--- config.mk ---
export PLATFORM = sky130hd
export DESIGN_NAME = aes_block_buffer
export DESIGN_NICKNAME = d
export VERILOG_FILES = /design/src/rtl/aes_sys_pkg.sv /design/src/rtl/aes_block_buffer.sv
export SDC_FILE = /design/constraint.sdc
export NUM_CORES = 1
export LEC_CHECK = 0
export CORE_MARGIN = 3
export CORE_UTILIZATION = 52
export DETAILED_ROUTE_END_ITERATION = 7
export GPL_ROUTABILITY_DRIVEN = 1
export PLACE_DENSITY = 0.79
export SLEW_MARGIN = 20
export SYNTH_ARGS = -nofsm -noshare
export SYNTH_HDL_FRONTEND = slang
export SYNTH_SLANG_ARGS = --single-unit
--- constraint.sdc ---
create_clock -name clk -period 13.66 [get_ports clk]
set_input_delay 2.732 -clock clk [delete_from_list [all_inputs] [get_ports clk]]
set_output_delay 2.732 -clock clk [all_outputs]
set_load 0.02 [all_outputs]
--- src/rtl/aes_sys_pkg.sv ---
// Shared constants and types for the AES byte-to-block path: SRAM geometry,
// block size and the block-buffer state encoding.
package aes_sys_pkg;

  localparam int ADDR_W    = 13;
  localparam int DEPTH     = 2 ** ADDR_W;
  localparam int BLK_BYTES = 16;
  localparam int BLK_W     = 8 * BLK_BYTES;
  localparam int IDX_W     = $clog2(BLK_BYTES);

  typedef enum logic [1:0] {
    IDLE,
    RD,
    RD_LAST
  } buf_state_t;

endpackage

--- src/rtl/aes_block_buffer.sv ---
// Byte stream in, 128-bit blocks out, using an external single-port 8-bit SRAM
// as the FIFO store. Bursts of BLK_BYTES reads assemble one block at a time.
module aes_block_buffer
  import aes_sys_pkg::*;
(
  input  logic                clk,
  input  logic                reset_n,
  input  logic                clear,
  input  logic                in_valid,
  output logic                in_ready,
  input  logic [7:0]          in_data,
  output logic                blk_valid,
  input  logic                blk_ready,
  output logic [BLK_W-1:0]    blk_data,
  output logic [ADDR_W:0]     level,
  output logic                ram_ce,
  output logic                ram_oce,
  output logic                ram_wre,
  output logic [ADDR_W-1:0]   ram_ad,
  output logic [7:0]          ram_din,
  input  logic [7:0]          ram_dout
);

  localparam logic [ADDR_W:0]  DEPTH_L   = (ADDR_W + 1)'(DEPTH);
  localparam logic [ADDR_W:0]  BLK_L     = (ADDR_W + 1)'(BLK_BYTES);
  localparam logic [IDX_W-1:0] IDX_LAST  = IDX_W'(BLK_BYTES - 1);

  buf_state_t                 state, state_nxt;
  logic [ADDR_W-1:0]          wr_ptr, rd_ptr;
  logic [ADDR_W:0]            level_q;
  logic [IDX_W-1:0]           idx;
  logic [8*(BLK_BYTES-1)-1:0] shreg;
  logic                       flush, wr_fire, rd_fire;

  // A flush cycle suppresses every SRAM access so no stray write lands.
  assign flush = !reset_n || clear;

  // NOTE: every signal written here gets a default first, so no latch is inferred.
  always_comb begin
    state_nxt = state;
    in_ready  = 1'b0;
    wr_fire   = 1'b0;
    rd_fire   = 1'b0;
    unique case (state)
      IDLE: begin
        in_ready = (level_q < DEPTH_L);
        wr_fire  = in_valid && in_ready && !flush;
        if (level_q >= BLK_L && !blk_valid) state_nxt = RD;
      end
      RD: begin
        rd_fire = !flush;
        if (idx == IDX_LAST) state_nxt = RD_LAST;
      end
      RD_LAST: state_nxt = IDLE;
      default: state_nxt = IDLE;
    endcase
  end

  assign ram_ce  = wr_fire || rd_fire;
  assign ram_oce = ram_ce;
  assign ram_wre = wr_fire;
  assign ram_ad  = rd_fire ? rd_ptr : (wr_fire ? wr_ptr : '0);
  assign ram_din = wr_fire ? in_data : 8'h00;
  assign level   = level_q;

  // NOTE: sequential state uses non-blocking assignments only.
  always_ff @(posedge clk) begin
    if (flush) begin
      state     <= IDLE;
      wr_ptr    <= '0;
      rd_ptr    <= '0;
      level_q   <= '0;
      idx       <= '0;
      blk_valid <= 1'b0;
      blk_data  <= '0;
    end else begin
      state <= state_nxt;
      if (wr_fire) begin
        wr_ptr  <= wr_ptr + 1'b1;
        level_q <= level_q + 1'b1;
      end else if (rd_fire) begin
        rd_ptr  <= rd_ptr + 1'b1;
        level_q <= level_q - 1'b1;
        idx     <= idx + 1'b1;
      end
      if (state == RD_LAST) begin
        blk_valid <= 1'b1;
        blk_data  <= {shreg, ram_dout};
      end else if (blk_valid && blk_ready) begin
        blk_valid <= 1'b0;
      end
    end
  end

  // NOTE: the assembly shift register is pure datapath and needs no reset;
  // a flush abandons the burst, so stale contents are never loaded.
  always_ff @(posedge clk) begin
    if (state == RD && idx != '0) shreg <= {shreg[8*(BLK_BYTES-2)-1:0], ram_dout};
  end

endmodule

==> results by group, run 1 <==
Power
  • Switch share: 21.5%
  • Power per cell area: 145 mW/mm2
  • Combinational group share of total power: 7.8%
  • Leakage: 4.50 nW
  • Worst VDD drop: 0.116 mV
  • P_sw: 0.430 mW
  • Reg power frac: 46.9%
  • Clock network fraction of design power: 45.3%
  • Power Internal: 1.57 mW
  • Overall power: 2.00 mW

Clock tree
  • Post-CTS Setup Inserts: 0
  • CTS tree: done
  • Clk_lat worst skew: 530 ps
  • Clock Sinks: 295
  • Root buf cell: clkbuf_16
  • # hold bufs at CTS: 0
  • Post-cts sizing count: 0
  • Reg clk slew, reported paths: 60 ps
  • Num CTS Buffers: 29
  • Longest Clk Path Bufs: 3
  • H-tree Lvls: 1

Flow run
  • Max-cap violations: 0

Detailed routing
  • DR vias: 7714
  • 1st-iter DRT viols: 561
  • Wire per inst: 16.6 um
  • DRC viols: 0
  • Routed WL: 24200 um
  • DR vias/cell: 5.27
  • 1st-pass router iterations: 6
  • Routed Antenna Nets: 0

Status
  • Status: finished clean

Setup path
  • Crit-path max FO: 16
  • Crit Path Class: input port to primary output
  • CP required: 10930 ps
  • Worst setup EP type: primary output
  • Crit path DAT: 5370 ps
  • Critical Path Start Type: input port

Cells and area
  • Antenna Cells: 0
  • P&R area growth vs syn: 29.8%
  • Share of layout cells above drive strength 1: 5.34%
  • Nets: 1215

Synthesis
  • Post-synth EDFFs: 120
  • Sequential fraction of the synthesis area: 66.7%
  • Cell accounting for the most synthesized area: edfxtp_1
  • Yosys warnings: 0
  • Cell Area, Synth: 0.0107 mm2
  • Synth Instances: 1009
  • Most frequent cell after synthesis: nand2_1
  • Synth Register Bits: 295
  • FFs w/ async S/R, synth: 0%
  • Synthesized area per cell: 10.6 um2
  • Dominant cells by area after synthesis: edfxtp_1 34%, dfxtp_1 33%, nand2_1 10%
  • Synth top cells by count: 283 x nand2_1, 175 x dfxtp_1, 149 x a21oi_1
  • Dominant synthesized flop cell: dfxtp_1
  • Netlist cell types: 49
  • Syn nets: 1047
  • Yosys top cell area share: 33.8%

Floorplanning
  • Core area: 0.0198 mm2
  • Num rows: 51
  • Horiz. Die Dim: 149 um
  • Die H: 149 um
  • DIE AREA: 0.0223 mm2
  • I/O Pins: 189
  • Initial Util: 53.9%

Global routing
  • Met1 Usage GRT: 27.2%
  • Global Route Usage Sum: 21.0%
  • First-pass GRT wire length: 38200 um
  • Global-route congestion overflow total: 0
  • GRT met3 Usage: 6.35%
  • Antenna violations before repair: 0
  • Top Usage Layer GRT: met2
  • Met2 usage: 35.5%
  • Number of global-route vias before repair: 7403
  • Largest net degree at the start of global routing: 99

STA
  • Worst Max-Slew Pin Slew: 1030 ps
  • Rel. slew slack: 31.2%
  • Final period util: 59.3%
  • Setup violations, final: 0
  • Worst hold margin: 445 ps
  • Fin crit period: 8110 ps
  • Final Hold Vio Count: 0
  • Fmax: 0.123 GHz
  • Final WS setup: 5550 ps
  • Clock Skew: 7.48 ps
  • Unrepaired setup endpoints after global routing: no
  • Slew Limit Fails: 0
  • Setup tns final: 0 ps

Hold path
  • HP Class: flip-flop to flip-flop

Placement
  • Port bufs: 188
  • Post-detail-place hpwl: 15400 um
  • GPL Wtd Cong: 0.800
  • Pre-CTS WS: 5540 ps
critical path, stage by stage:
cell	delay, ps
clkdlybuf4s50_1	470
nor4b_4	600
and2_0	700
a22o_1	260
clkdlybuf4s50_1	610
per-stage QoR:
stage	cells	instance area [um2]	utilization (%)
5_1_grt	1464	13800	70.0
4_1_cts	1464	13800	70.0
3_3_place_gp	1411	12700	64.4
3_5_place_dp	1411	12700	64.4
2_1_floorplan	1009	10700	-
6_report	1464	13800	70.0
power by group through the flow:
stage	clock network, mW	registers, mW	logic, mW
3_5_place_dp	0	0.959	0.155
2_1_floorplan	0	0.962	0.105
3_3_place_gp	0	0.958	0.154
6_report	0.906	0.940	0.156
4_1_cts	0.921	0.940	0.156
5_1_grt	0.952	0.942	0.173
state kept, by name, summed over array words and instances (netlist names):
| signal | flops |
|---|---|
| blk_data | 128 |
| wr_ptr | 13 |
| level | 14 |
| idx | 4 |
| blk_valid | 1 |
| state | 2 |
| shreg | 120 |
| rd_ptr | 13 |
metal layers:
layer / vias to the layer above / part of all wire [%] / wire [um]
met5: - / 0 / 0
met4: 0 / 1.5 / 356
met3: 28 / 8.5 / 2070
met2: 229 / 49 / 11900
met1: 3673 / 41 / 9950
li1: 3784 / - / -
final timing paths:
kind	startpoint	cells past startpoint	slack, ps	to
setup / recovery	in_valid	5	5550	ram_ad[2]
hold / removal	shreg[71]	0	450	shreg[79]
setup reg to reg	state[0]	10	9510	level[13]
hold reg to reg	shreg[71]	0	450	shreg[79]
layout by cell type, fill, tap and decap left out, types with 2 or more instances in the layout:
cell             count
nor2b_1              4
o31a_1               2
clkbuf_16           29
clkinv_4             3
and3_1               9
xor2_1              19
clkinv_2             2
ha_1                16
clkbuf_8             4
nand3_1             16
or3_1                3
nand2_1            283
nand2b_4             2
dfxtp_1            175
bufinv_16            9
a21oi_1            149
clkinv_1             5
or2_2                2
edfxtp_1           120
buf_4                6
o21ai_0             14
a22o_1              11
nand4_1              9
o31ai_1              2
nand2b_1             5
nor3_1              10
clkdlybuf4s50_1    188
xnor2_1             13
mux2i_1              2
o21a_1               2
a31oi_1              2
nor4_1               5
a211oi_1             3
nor2_1              48
inv_1                6
cell families (layout without fill, tap and decap cells):
| kind of cell | count (synthesis) | in the layout | synth area share (%) |
|---|---|---|---|
| compound gates | 191 | 191 | 9.79 |
| mux | 3 | 3 | 0.293 |
| simple gates | 407 | 407 | 16.2 |
| xor+xnor | 32 | 32 | 2.63 |
| flops | 295 | 295 | 66.7 |
| fa+ha+maj | 17 | 17 | 2.07 |
| buf+inv | 64 | 254 | 2.35 |
cell type report:
| type | instances | area, um2 |
|---|---|---|
| sequential | 295 | 7110 |
| inverter | 7 | 26.3 |
| clock buffer | 34 | 785 |
| timing repair buffer | 194 | 1930 |
| tap | 265 | 332 |
| multi-input combinational | 650 | 3340 |
| clock inverter | 19 | 329 |
| fill | 1449 | 5940 |
(Power assumes the default switching activity.)
==> inputs of run 2 (changes only) <==
==> constraint.sdc (replaced) <==
create_clock -name clk -period 7.5 [get_ports clk]
set_input_delay 1.5 -clock clk [delete_from_list [all_inputs] [get_ports clk]]
set_output_delay 1.5 -clock clk [all_outputs]
set_load 0.02 [all_outputs]
==> run 2 against run 1 <==
Against the previous run: setup slack worse by 3700 ps; final area fell by 1.4%; register-to-register slack worse by 6100 ps; wire length is 3.0% lower; core utilization is 0.95 points lower; die area unchanged; non-clock buffer count is 1 higher; largest cell class unchanged.
==> results by group, run 2 (synthesis gave the netlist of run 1 again) <==
Floorplanning
  • Initial Util: 53.9% (unchanged)
  • I/O Pins: 189 (unchanged)
  • Horiz. Die Dim: 149 um (unchanged)
  • Num rows: 51 (unchanged)
  • Core area: 0.0198 mm2 (unchanged)
  • Die H: 149 um (unchanged)
  • DIE AREA: 0.0223 mm2 (unchanged)

Cells and area
  • Most frequent cells in the layout: 283 x nand2_1, 188 x clkdlybuf4s50_1, 175 x dfxtp_1
  • P&R area growth vs syn: 28.1%
  • Max FFs per register: 128 (unchanged)
  • Commonest non-fill, non-tap cell in the layout: nand2_1
  • Reg area: 0.00711 mm2 (unchanged)
  • Share of layout cells above drive strength 1: 5.00% (-0.34 points)
  • Multi-input gate area: 0.00334 mm2 (unchanged)
  • Fill cell count: 1483 (+2.3%)
  • Nets: 1216 (+0.082%)
  • Biggest register: blk_data

Detailed routing
  • DR vias/cell: 5.22 (-0.86%)
  • DRC viols: 0 (unchanged)
  • DR vias: 7658 (-0.73%)
  • 1st-pass router iterations: 5 (-1)
  • Routed Antenna Nets: 0 (unchanged)
  • Wire per inst: 16.0 um (-3.1%)
  • 1st-iter DRT viols: 616 (+9.8%)
  • Routed WL: 23500 um (-3.0%)

STA
  • Worst Max-Slew Pin Slew: 943 ps (-89.8 ps)
  • Fmax: 0.176 GHz
  • Setup violations, final: 0 (unchanged)
  • Clock Skew: 17.6 ps (+10.1 ps)
  • Rel. slew slack: 37.2% (+6.0 points)
  • Worst hold margin: 440 ps (-5.32 ps)
  • Unrepaired setup endpoints after global routing: no
  • Fin crit period: 5680 ps
  • Final Hold Vio Count: 0 (unchanged)
  • Setup tns final: 0 ps (unchanged)
  • Final period util: 75.8%
  • Slew Limit Fails: 0 (unchanged)

Setup path
  • Crit-path max FO: 16 (unchanged)
  • Critical Path Start Type: input port
  • Critical path's top delay family: simple AND/OR/NAND/NOR gates
  • Worst setup EP type: primary output
  • Crit path DAT: 4180 ps (-1190 ps)
  • Crit Path Class: input port to primary output
  • WP buf/inv: 2 (unchanged)
  • CP required: 6000 ps (-4930 ps)
  • Crit path max-delay cell type: and2_0
  • Crit-path max cell delay: 720 ps (+20 ps)
  • Crit-path cells: clkdlybuf4s50_1, nor4b_4, and2_0, a22o_1, clkdlybuf4s50_1
  • Top cell by count, worst path: clkdlybuf4s50_1

Hold path
  • HP Class: flip-flop to flip-flop

Global routing
  • Number of global-route vias before repair: 7419 (+0.22%)
  • Antenna violations before repair: 1 (+1)
  • Largest net degree at the start of global routing: 90 (-9.1%)
  • Global Route Usage Sum: 20.7% (-0.36 points)
  • First-pass GRT wire length: 37900 um (-0.78%)
  • Global-route congestion overflow total: 0 (unchanged)

Power
  • Overall power: 3.38 mW (+69%)
  • Worst VDD drop: 0.164 mV (+41%)
  • Power per cell area: 247 mW/mm2 (+71%)
  • Leakage: 4.42 nW (-1.9%)

Clock tree
  • # hold bufs at CTS: 0 (unchanged)
  • Num CTS Buffers: 29 (unchanged)
  • Reg clk slew, reported paths: 60 ps (about the same)
  • Clk_lat worst skew: 530 ps (about the same)
  • H-tree Lvls: 1 (unchanged)
  • Longest Clk Path Bufs: 3 (unchanged)
  • Root buf cell: clkbuf_16
  • Clock Sinks: 295 (unchanged)
  • CTS tree: done
  • Post-cts sizing count: 0 (unchanged)
  • Post-CTS Setup Inserts: 0 (unchanged)

Placement
  • GPL Wtd Cong: 0.808 (+1.0%)
  • Post-detail-place hpwl: 14900 um (-3.0%)
  • Port bufs: 188 (unchanged)

Status
  • Status: finished clean

Flow run
  • Max-cap violations: 0 (unchanged)
## run 2: cell types whose count changed in the layout (fill, tap and decap cells not counted), sizes merged
cell    change
buf         +1
clkinv      +1
bufinv      -7
clkbuf      +6
diode       +1
## run 2: worst paths after layout
path	slack, ps	end	cells past startpoint	startpoint
max	1820	ram_ad[6]	5	in_valid
min	440	shreg[76]	0	shreg[68]
max reg2reg	3370	level[13]	10	state[1]
min reg2reg	440	shreg[76]	0	shreg[68]
## run 2: through the flow
| step | setup WS [ps] | util [%] | instances | instance area, um2 |
|---|---|---|---|---|
| 2_1_floorplan | 265 | - | 1009 | 10700 |
| 3_3_place_gp | 1920 | 64.4 | 1412 | 12700 |
| 3_5_place_dp | 1820 | 64.4 | 1412 | 12700 |
| 4_1_cts | 1830 | 69.0 | 1465 | 13700 |
| 5_1_grt | 1650 | 69.0 | 1465 | 13700 |
| 6_report | 1820 | 69.0 | 1466 | 13700 |
## run 2: final cells by class
class / count / share of cell area [%]
inverter: 7 / 0.192
antenna: 1 / 0.0183
clock inverter: 13 / 0.870
multi-input combinational: 650 / 24.5
clock buffer: 40 / 5.84
timing repair buffer: 195 / 14.2
tap: 265 / 2.43
sequential: 295 / 52.0
## run 2: where the power goes
part | internal [mW] | total, mW | switching (mW)
Sequential | 1.69 | 1.71 | 0.0259
Combinational | 0.124 | 0.284 | 0.160
Clock | 0.809 | 1.38 | 0.572
Total | 2.62 | 3.38 | 0.758
## run 2: per-layer routing
metal | wire (um) | up-vias | share of wire (%) | GRT usage, %
met5 | 0 | - | 0 | 0
met4 | 346 | 0 | 1.5 | 4.71
met3 | 1840 | 27 | 7.8 | 5.86
met2 | 11500 | 202 | 49 | 34.3
met1 | 9860 | 3631 | 42 | 27.3
li1 | - | 3798 | - | -
==> inputs of run 3 (changes only) <==
--- a/config.mk
+++ b/config.mk
@@ -6,10 +6,10 @@
 export NUM_CORES = 1
 export LEC_CHECK = 0
 export CORE_MARGIN = 3
-export CORE_UTILIZATION = 52
+export CORE_UTILIZATION = 47
 export DETAILED_ROUTE_END_ITERATION = 7
 export GPL_ROUTABILITY_DRIVEN = 1
-export PLACE_DENSITY = 0.79
+export PLACE_DENSITY = 0.75
 export SLEW_MARGIN = 20
 export SYNTH_ARGS = -nofsm -noshare
 export SYNTH_HDL_FRONTEND = slang
==> constraint.sdc (replaced) <==
create_clock -name clk -period 4.7 [get_ports clk]
set_input_delay 0.94 -clock clk [delete_from_list [all_inputs] [get_ports clk]]
set_output_delay 0.94 -clock clk [all_outputs]
set_load 0.02 [all_outputs]
==> run 3 against run 2 <==
Against the previous run: final cell count rose by 1.4%; critical path depth rose by 1; flip-flop and latch count did not move; die area rose by 10%; clock power rose by 62%; critical path type unchanged; highest routed layer unchanged.
==> results by group, run 3 (synthesis gave the netlist of run 1 again) <==
Status
  • Status: finished clean

Power
  • Combinational group share of total power: 8.6% (+0.2 points)
  • Worst VDD drop: 0.332 mV (+100%)
  • Power per cell area: 394 mW/mm2 (+59%)
  • Switch share: 23.0% (+0.60 points)
  • P_sw: 1.25 mW (+65%)
  • Reg power frac: 50.4% (-0.3 points)
  • Leakage: 4.45 nW (+0.87%)
  • Power Internal: 4.17 mW (+59%)
  • Clock network fraction of design power: 41.1% (+0.2 points)

Setup path
  • Worst setup EP type: primary output
  • CP required: 3760 ps (-2240 ps)
  • Critical Path Start Type: input port
  • Crit-path max FO: 16 (unchanged)
  • Critical path origin: clear
  • Crit path DAT: 2910 ps (-1270 ps)
  • Worst R2R Start: state[0]
  • Crit Path Class: input port to primary output
  • R2R Setup Slk: 1770 ps (-1600 ps)

Clock tree
  • Post-cts sizing count: 0 (unchanged)
  • # hold bufs at CTS: 0 (unchanged)
  • Root buf cell: clkbuf_16
  • H-tree Lvls: 1 (unchanged)
  • Reg clk slew, reported paths: 60 ps (about the same)
  • Post-CTS Setup Inserts: 0 (unchanged)
  • Clk_lat worst skew: 540 ps (about the same)
  • Clock Sinks: 295 (unchanged)
  • CTS tree: done
  • Longest Clk Path Bufs: 3 (unchanged)
  • Num CTS Buffers: 30 (+3.4%)

Hold path
  • HP Start: shreg[39]
  • HP Class: flip-flop to flip-flop

STA
  • Fin crit period: 3850 ps
  • Unrepaired setup endpoints after global routing: no
  • Final Hold Vio Count: 0 (unchanged)
  • Setup violations, final: 0 (unchanged)
  • Worst Max-Slew Pin Slew: 808 ps (-135 ps)
  • Fmax: 0.260 GHz
  • Final period util: 81.9%
  • Clock Skew: 8.30 ps (-9.32 ps)
  • Setup tns final: 0 ps (unchanged)
  • Rel. slew slack: 46.0% (+8.9 points)
  • Slew Limit Fails: 0 (unchanged)

Cells and area
  • Biggest register: blk_data
  • P&R area growth vs syn: 29.1%
  • Max FFs per register: 128 (unchanged)
  • Most frequent cells in the layout: 283 x nand2_1, 188 x clkdlybuf4s50_1, 175 x dfxtp_1
  • Antenna Cells: 0 (-1)
  • Commonest non-fill, non-tap cell in the layout: nand2_1
  • Util after Layout: 62.5% (-6.6 points)
  • Share of layout cells above drive strength 1: 5.47% (+0.47 points)
  • Nets: 1220 (+0.33%)

Detailed routing
  • Routed WL: 23400 um (-0.36%)
  • DR vias/cell: 5.18 (-0.86%)
  • Routed Antenna Nets: 0 (unchanged)
  • 1st-iter DRT viols: 467 (-24%)
  • Wire per inst: 15.8 um (-1.7%)
  • DR vias: 7696 (+0.50%)
  • 1st-pass router iterations: 5 (unchanged)
  • DRC viols: 0 (unchanged)

Global routing
  • First-pass GRT wire length: 37600 um (-0.80%)
  • Met1 Usage GRT: 24.5% (-2.8 points)
  • Largest net degree at the start of global routing: 129 (+43%)
  • GRT met3 Usage: 5.61% (-0.25 points)
  • Antenna violations before repair: 0 (-1)
  • Number of global-route vias before repair: 7431 (+0.16%)
  • Top Usage Layer GRT: met2
  • Global Route Usage Sum: 18.7% (-2.0 points)
  • Global-route congestion overflow total: 0 (unchanged)
  • Met2 usage: 30.8% (-3.4 points)

Floorplanning
  • Core area: 0.0220 mm2 (+11%)
  • Initial Util: 48.4% (-5.5 points)
  • Num rows: 54 (+5.9%)
  • I/O Pins: 189 (unchanged)
  • DIE AREA: 0.0245 mm2 (+10%)
  • Die H: 157 um (+5.0%)
  • Horiz. Die Dim: 157 um (+5.0%)

Placement
  • GPL Wtd Cong: 0.832 (+3.0%)
  • Post-detail-place hpwl: 14800 um (-0.93%)
  • Port bufs: 188 (unchanged)

Flow run
  • Max-cap violations: 0 (unchanged)
==> run 3: changes by cell type in the layout (fill, tap and decap cells not counted) <==
cell,change
inv_6,+1
clkinv_8,+1
clkbuf_16,+1
buf_12,+3
clkbuf_1,-2
bufinv_16,-1
clkinv_1,+2
diode_2,-1
clkinv_4,+1
==> run 3: cell type report <==
class	count	area [um2]
Clock inverter	17	130
Timing Repair Buffer	198	1990
Sequential cell	295	7110
Multi-Input combinational cell	650	3340
Tap cell	280	350
Fill cell	1777	8260
Inverter	7	26.3
Clock buffer	39	815
==> run 3: final timing paths <==
kind,cells after the start,to
max,6,ram_ce
min,0,shreg[47]
max reg2reg,10,level[13]
min reg2reg,0,shreg[47]
==> run 3: per-layer routing <==
layer,up-vias,share of wire [%]
met2,215,48
met4,0,1.5
met3,27,8.0
met1,3648,43
li1,3806,-
met5,-,0
==> run 3: metrics by stage <==
step | setup slack (ps) | instance area, um2 | hold slack (ps) | total power, mW | cells
after detailed placement | 827 | 12800 | 431 | 3.25 | 1430
after global routing | 743 | 13800 | 454 | 5.64 | 1486
after global placement | 897 | 12800 | 429 | 3.24 | 1430
after CTS | 840 | 13800 | 445 | 5.48 | 1486
after floorplan | 41.3 | 10700 | 426 | 3.10 | 1009
final | 852 | 13800 | 444 | 5.42 | 1486
==> run 3: critical path: stages <==
cell             delay, ps
clkdlybuf4s50_1        490
and2b_1                190
buf_4                  180
o211ai_1               140
clkinv_1               310
clkdlybuf4s50_1        640
==> run 3: power by group through the flow <==
stage / logic (mW) / clock network (mW) / registers, mW
final: 0.465 / 2.23 / 2.73
after CTS: 0.464 / 2.28 / 2.73
after global placement: 0.454 / 0 / 2.79
after global routing: 0.511 / 2.40 / 2.74
after floorplan: 0.306 / 0 / 2.79
after detailed placement: 0.462 / 0 / 2.79
